--- src/rtl/zaxxon_sound_latch.sv ---
`default_nettype none
// ============================================================================
//  Module   : zaxxon_sound_latch
//  Purpose  : CPU-facing sound PPI (8255-style) with three 8-bit latches plus
//             a control register. Port A (active-low) is turned into the
//             active-high trig[7:0] vector: level bits pass through, pulse
//             bits become retriggerable one-shots that mimic the 555s.
//  Revision : 1.0  initial release
// ============================================================================
module zaxxon_sound_latch #(
  parameter logic [7:0]    PULSE_MASK = 8'hF0,
  parameter int            CW         = 20,
  parameter logic [CW-1:0] PULSE_LEN  = 20'd480000
) (
  input  logic       clk_sys,
  input  logic       reset_n,
  input  logic       cs,
  input  logic       wr,
  input  logic [1:0] addr,
  input  logic [7:0] din,
  output logic [7:0] dout,
  output logic [7:0] trig,
  output logic [7:0] port_b,
  output logic [7:0] port_c
);

  localparam logic [CW-1:0] c_cnt_one  = 1;
  localparam logic [CW-1:0] c_cnt_zero = '0;

  logic       r_wr_q;
  logic       r_armed;
  logic       w_wr_evt;
  logic [7:0] r_port_a;
  logic [7:0] r_port_b;
  logic [7:0] r_port_c;
  logic [7:0] w_trig;

  // A strobe still high out of reset must drop once before it can write,
  // so r_armed only sets after wr has been observed low.
  assign w_wr_evt = cs & wr & ~r_wr_q & r_armed;

  // Write-strobe edge history and the post-reset arming flag.
  always_ff @(posedge clk_sys or negedge reset_n) begin
    if (!reset_n) begin
      r_wr_q  <= 1'b0;
      r_armed <= 1'b0;
    end else begin
      r_wr_q <= wr;
      if (!wr) begin
        r_armed <= 1'b1;
      end
    end
  end

  // Port latches: direct writes, mode set (all off) and port C bit set/reset.
  always_ff @(posedge clk_sys or negedge reset_n) begin
    if (!reset_n) begin
      r_port_a <= 8'hFF;
      r_port_b <= 8'hFF;
      r_port_c <= 8'hFF;
    end else if (w_wr_evt) begin
      case (addr)
        2'd0: r_port_a <= din;
        2'd1: r_port_b <= din;
        2'd2: r_port_c <= din;
        default: begin
          if (din[7]) begin
            // Mode bits are not modelled; a mode set just silences everything.
            r_port_a <= 8'hFF;
            r_port_b <= 8'hFF;
            r_port_c <= 8'hFF;
          end else begin
            r_port_c[din[3:1]] <= din[0];
          end
        end
      endcase
    end
  end

  // Read mux; cs deliberately does not gate the read path.
  always_comb begin
    dout = 8'hFF;
    case (addr)
      2'd0:    dout = r_port_a;
      2'd1:    dout = r_port_b;
      2'd2:    dout = r_port_c;
      default: dout = 8'hFF;
    endcase
  end

  // Per-bit trigger generation, level or one-shot depending on PULSE_MASK.
  for (genvar i = 0; i < 8; i++) begin : g_bit
    if (PULSE_MASK[i]) begin : g_pulse
      logic          r_prev;
      logic [CW-1:0] r_cnt;
      logic          r_trig;
      logic          w_fall;
      logic [CW-1:0] w_cnt_nxt;

      assign w_fall = r_prev & ~r_port_a[i];

      // Load wins over decrement so a retrigger on the expiry cycle leaves no gap.
      always_comb begin
        w_cnt_nxt = r_cnt;
        if (w_fall) begin
          w_cnt_nxt = PULSE_LEN;
        end else if (r_cnt != c_cnt_zero) begin
          w_cnt_nxt = r_cnt - c_cnt_one;
        end
      end

      // Edge history resets high so leaving reset never fires a pulse.
      always_ff @(posedge clk_sys or negedge reset_n) begin
        if (!reset_n) begin
          r_prev <= 1'b1;
          r_cnt  <= c_cnt_zero;
          r_trig <= 1'b0;
        end else begin
          r_prev <= r_port_a[i];
          r_cnt  <= w_cnt_nxt;
          r_trig <= (w_cnt_nxt != c_cnt_zero);
        end
      end

      assign w_trig[i] = r_trig;
    end else begin : g_level
      logic r_trig;

      // Level bit: registered inversion of the active-low latch bit.
      always_ff @(posedge clk_sys or negedge reset_n) begin
        if (!reset_n) begin
          r_trig <= 1'b0;
        end else begin
          r_trig <= ~r_port_a[i];
        end
      end

      assign w_trig[i] = r_trig;
    end
  end

  assign trig   = w_trig;
  assign port_b = r_port_b;
  assign port_c = r_port_c;

endmodule
`default_nettype wire

--- config.mk ---
export PLATFORM = sky130hd
export DESIGN_NAME = zaxxon_sound_latch
export DESIGN_NICKNAME = d
export VERILOG_FILES = /design/src/rtl/zaxxon_sound_latch.sv
export SDC_FILE = /design/constraint.sdc
export NUM_CORES = 1
export LEC_CHECK = 0
export ABC_AREA = 1
export BUFFER_PORTS_ARGS = -buffer_cell sky130_fd_sc_hd__buf_2
export CAP_MARGIN = 20
export CORE_ASPECT_RATIO = 1.25
export CORE_MARGIN = 2
export CORE_UTILIZATION = 62
export DETAILED_ROUTE_END_ITERATION = 8
export GPL_ROUTABILITY_DRIVEN = 0
export HOLD_SLACK_MARGIN = 0.1
export PLACE_DENSITY = 0.81
export SLEW_MARGIN = 20
export SYNTH_ARGS = -nofsm -noshare
export SYNTH_HDL_FRONTEND = slang
export SYNTH_SLANG_ARGS = --single-unit
--- constraint.sdc ---
create_clock -name clk_sys -period 2.3 [get_ports clk_sys]
set_input_delay 0.115 -clock clk_sys [delete_from_list [all_inputs] [get_ports clk_sys]]
set_output_delay 0.115 -clock clk_sys [all_outputs]
set_load 0.01 [all_outputs]
==> results.py <==
metrics = {
    "status": {
        "outcome": "complete, no violations",
    },
    "sta": {
        "rsz0062_at_grt": "no",
        "period_needed_ps": 1980,
        "finalHoldViolCount": 0,
        "worst_slack_ps": 323,
        "clock_skew_ps": 7.51,
        "worstMarginPinSlew_ps": 615,
        "slew_violations": 0,
        "max_freq_mhz": 506,
        "setup_tns_ps": 0,
        "slew_headroom": 0.590,
        "setup_viol": 0,
        "whs_ps": 154,
        "min_period_over_period": 0.860,
    },
    "pwr": {
        "switching_share": 0.396,
        "p_total_mw": 9.32,
        "leakage_nw": 4.35,
        "cellPowerDensity_nw_per_um2": 1080,
        "p_seq_frac": 0.334,
        "clkPwrFrac": 0.302,
        "combPwrFrac": 0.364,
        "p_int_mw": 5.63,
        "p_switching_mw": 3.69,
        "peakVddDrop_v": 0.000807,
    },
    "synthesis": {
        "synth_cell_types": 45,
        "synth_nets": 1033,
        "postSynthAreaPerCell_sq_um": 7.47,
        "syn_area_sq_um": 7530,
        "yosys_warnings": 0,
        "synthCells": 1007,
        "synth_edf_count": 0,
        "synthFlopType": "dfrtp_1",
        "synth_seq_area_share": 0.397,
        "synth_seq_cells": 118,
        "async_flop_share": 1.00,
    },
    "setup_path": {
        "cp-start-kind": "register",
        "cp-end-kind": "register",
        "crit_top_cell": "nor2_1",
        "crit_path_top_delay_cell": "dfrtp_1",
        "crit_fanout": 5,
        "cp_top_family": "simple AND/OR/NAND/NOR gates",
        "arrival_ps": 2280,
        "path_cells": "inv_1 -> ha_1 -> nand2_2 -> nor2_4 -> nor2_1 -> o21ai_0 -> nand2_1 -> nor2_1 -> nand2_1 -> nor2_1 -> nand3_1",
        "slowest_delay_ps": 380,
        "path_class": "register to register",
        "cp_data_required_time_ps": 2600,
        "crit_buf_inv": 1,
    },
    "cts": {
        "clk_path_buf_depth": 2,
        "cts_sinks": 118,
        "clock_latency_ps": 430,
        "cts_tree": "done",
        "post_cts_buffers": 0,
        "ctsRootBufferMaster": "clkbuf_16",
        "numCtsBuffers": 17,
        "cts_max_level": 4,
        "clkTransAtPathRegs_ps": 60,
    },
    "job": {
        "maxCapViolCount": 0,
    },
    "final_layout": {
        "antenna_cells": 0,
        "final_common_cell": "nand2_1",
        "areaGrowthSynthToFinish_pct": 14.2,
        "fillCellCount": 935,
        "multi_input_area_sq_um": 3800,
        "layout_common_cells": "nand2_1, inv_1, nor2_1",
        "layout.area.seq_sq_um": 2990,
        "design_area_sq_um": 8600,
        "drive_above_1_share": 0.188,
        "nets": 1090,
    },
    "drt": {
        "wl_um": 17100,
        "drtAntennaViolNets": 0,
        "firstDrtPassIters": 5,
        "initialDrtViolationCount": 423,
        "remaining_drc_errors": 0,
        "routed_via_density": 5.37,
        "vias": 6658,
        "drt-wirelength-per-cell_um": 13.8,
    },
    "grt": {
        "grt_max_degree": 119,
        "grt_use_total": 0.281,
        "grt_pass1_vias": 6369,
        "antenna_found_initial": 0,
        "grt_overflow": 0,
        "grt_pass1_wl_um": 29100,
    },
    "floorplan": {
        "die_w_um": 103,
        "io_pins": 46,
        "start_util": 0.628,
        "chipHeight_um": 127,
        "die_area_sq_um": 13000,
        "coreArea_sq_um": 12000,
        "num_rows": 45,
    },
    "place": {
        "io_buffers": 45,
        "hpwl_um": 12100,
        "place_ws_ps": 326,
        "placed_area_sq_um": 7860,
    },
    "hold_path": {
        "holdCritPathClass": "input pin to register",
    },
}
repair_timing:
action,CTS,global route
gates resized for setup,0,1
hold endpoints to repair,115,0
hold buffers,11,0
endpoints found under the setup margin,0,1
power by group through the flow:
stage          Sequential [mW]  Combinational [mW]  Clock, mW
2_1_floorplan             3.08                2.50          0
3_3_place_gp              3.10                3.25          0
3_5_place_dp              3.12                3.30          0
4_1_cts                   3.10                3.37       2.85
5_1_grt                   3.17                3.83       2.93
6_report                  3.11                3.39       2.82
metrics by stage:
step | util | std cells
CTS | 0.717 | 1241
detailed placement | 0.656 | 1198
global placement | 0.656 | 1198
finish | 0.717 | 1241
floorplan | - | 1007
global route | 0.717 | 1241
final timing paths:
path / start / to / slack, ps / cells after the start
setup / recovery: g_bit[6].g_pulse.r_cnt[0] / g_bit[6].g_pulse.r_trig / 320 / 11
hold / removal: addr[1] / r_port_a[7] / 150 / 4
setup reg to reg: g_bit[6].g_pulse.r_cnt[0] / g_bit[6].g_pulse.r_trig / 320 / 11
hold reg to reg: r_port_a[7] / g_bit[7].g_pulse.r_prev / 360 / 0
max in group asynchronous: reset_n / g_bit[5].g_pulse.r_cnt[5] / 1510 / 3
min in group asynchronous: reset_n / g_bit[6].g_pulse.r_cnt[7] / 330 / 3
state kept, by name (all words and copies together), names as in the netlist:
name                  cells
g_bit.g_pulse.r_cnt      80
port_b                    8
port_c                    8
r_port_a                  8
g_bit.g_level.r_trig      4
g_bit.g_pulse.r_prev      4
g_bit.g_pulse.r_trig      4
r_armed                   1
r_wr_q                    1
logic make-up (layout without fill, tap and decap cells):
logic type / after synthesis / in the layout / share of synthesized area
AOI/OAI and AO/OA: 89 / 89 / 0.0698
xor gates and xnor gates: 25 / 25 / 0.0291
adders and majority gates: 12 / 12 / 0.0199
buffers and inverters: 176 / 246 / 0.0978
DFF: 118 / 118 / 0.397
muxes: 6 / 6 / 0.00798
and+or+nand+nor: 581 / 581 / 0.378
cell usage after synthesis, drive strengths merged (3+ instances only):
master / instances / share of area
nand2: 252 / 0.13
clkbuf: 10 / 0.0065
o221ai: 8 / 0.0093
mux2i: 6 / 0.0080
inv: 146 / 0.073
buf: 17 / 0.017
o21a: 6 / 0.0060
ha: 12 / 0.020
nor2: 177 / 0.12
xnor2: 7 / 0.0081
nand3: 101 / 0.080
dfstp: 28 / 0.098
dfrtp: 90 / 0.30
o21ai: 51 / 0.034
a21oi: 14 / 0.0093
xor2: 18 / 0.021
nand4: 18 / 0.015
nor3: 14 / 0.012
nand3b: 17 / 0.020
clkinv: 3 / 0.0015
worst min-delay path, cell delays in order:
cell and delay, ps:
buf_2 110, inv_1 70, ha_1 170, o32ai_1 100
layer usage:
layer	up-vias	global-route usage	share of wire
li1	3309	-	-
met1	3099	0.352	0.42
met2	210	0.468	0.51
met3	40	0.0602	0.054
met4	0	0.112	0.020
met5	-	0	0
final cells by class:
| class | instances | area share |
|---|---|---|
| Multi-Input combinational cell | 713 | 0.443 |
| Sequential cell | 118 | 0.348 |
| Inverter | 149 | 0.0651 |
| Clock buffer | 19 | 0.0515 |
| Timing Repair Buffer | 65 | 0.0486 |
| Tap cell | 164 | 0.0239 |
| Clock inverter | 13 | 0.0208 |
(Power assumes the default switching activity.)
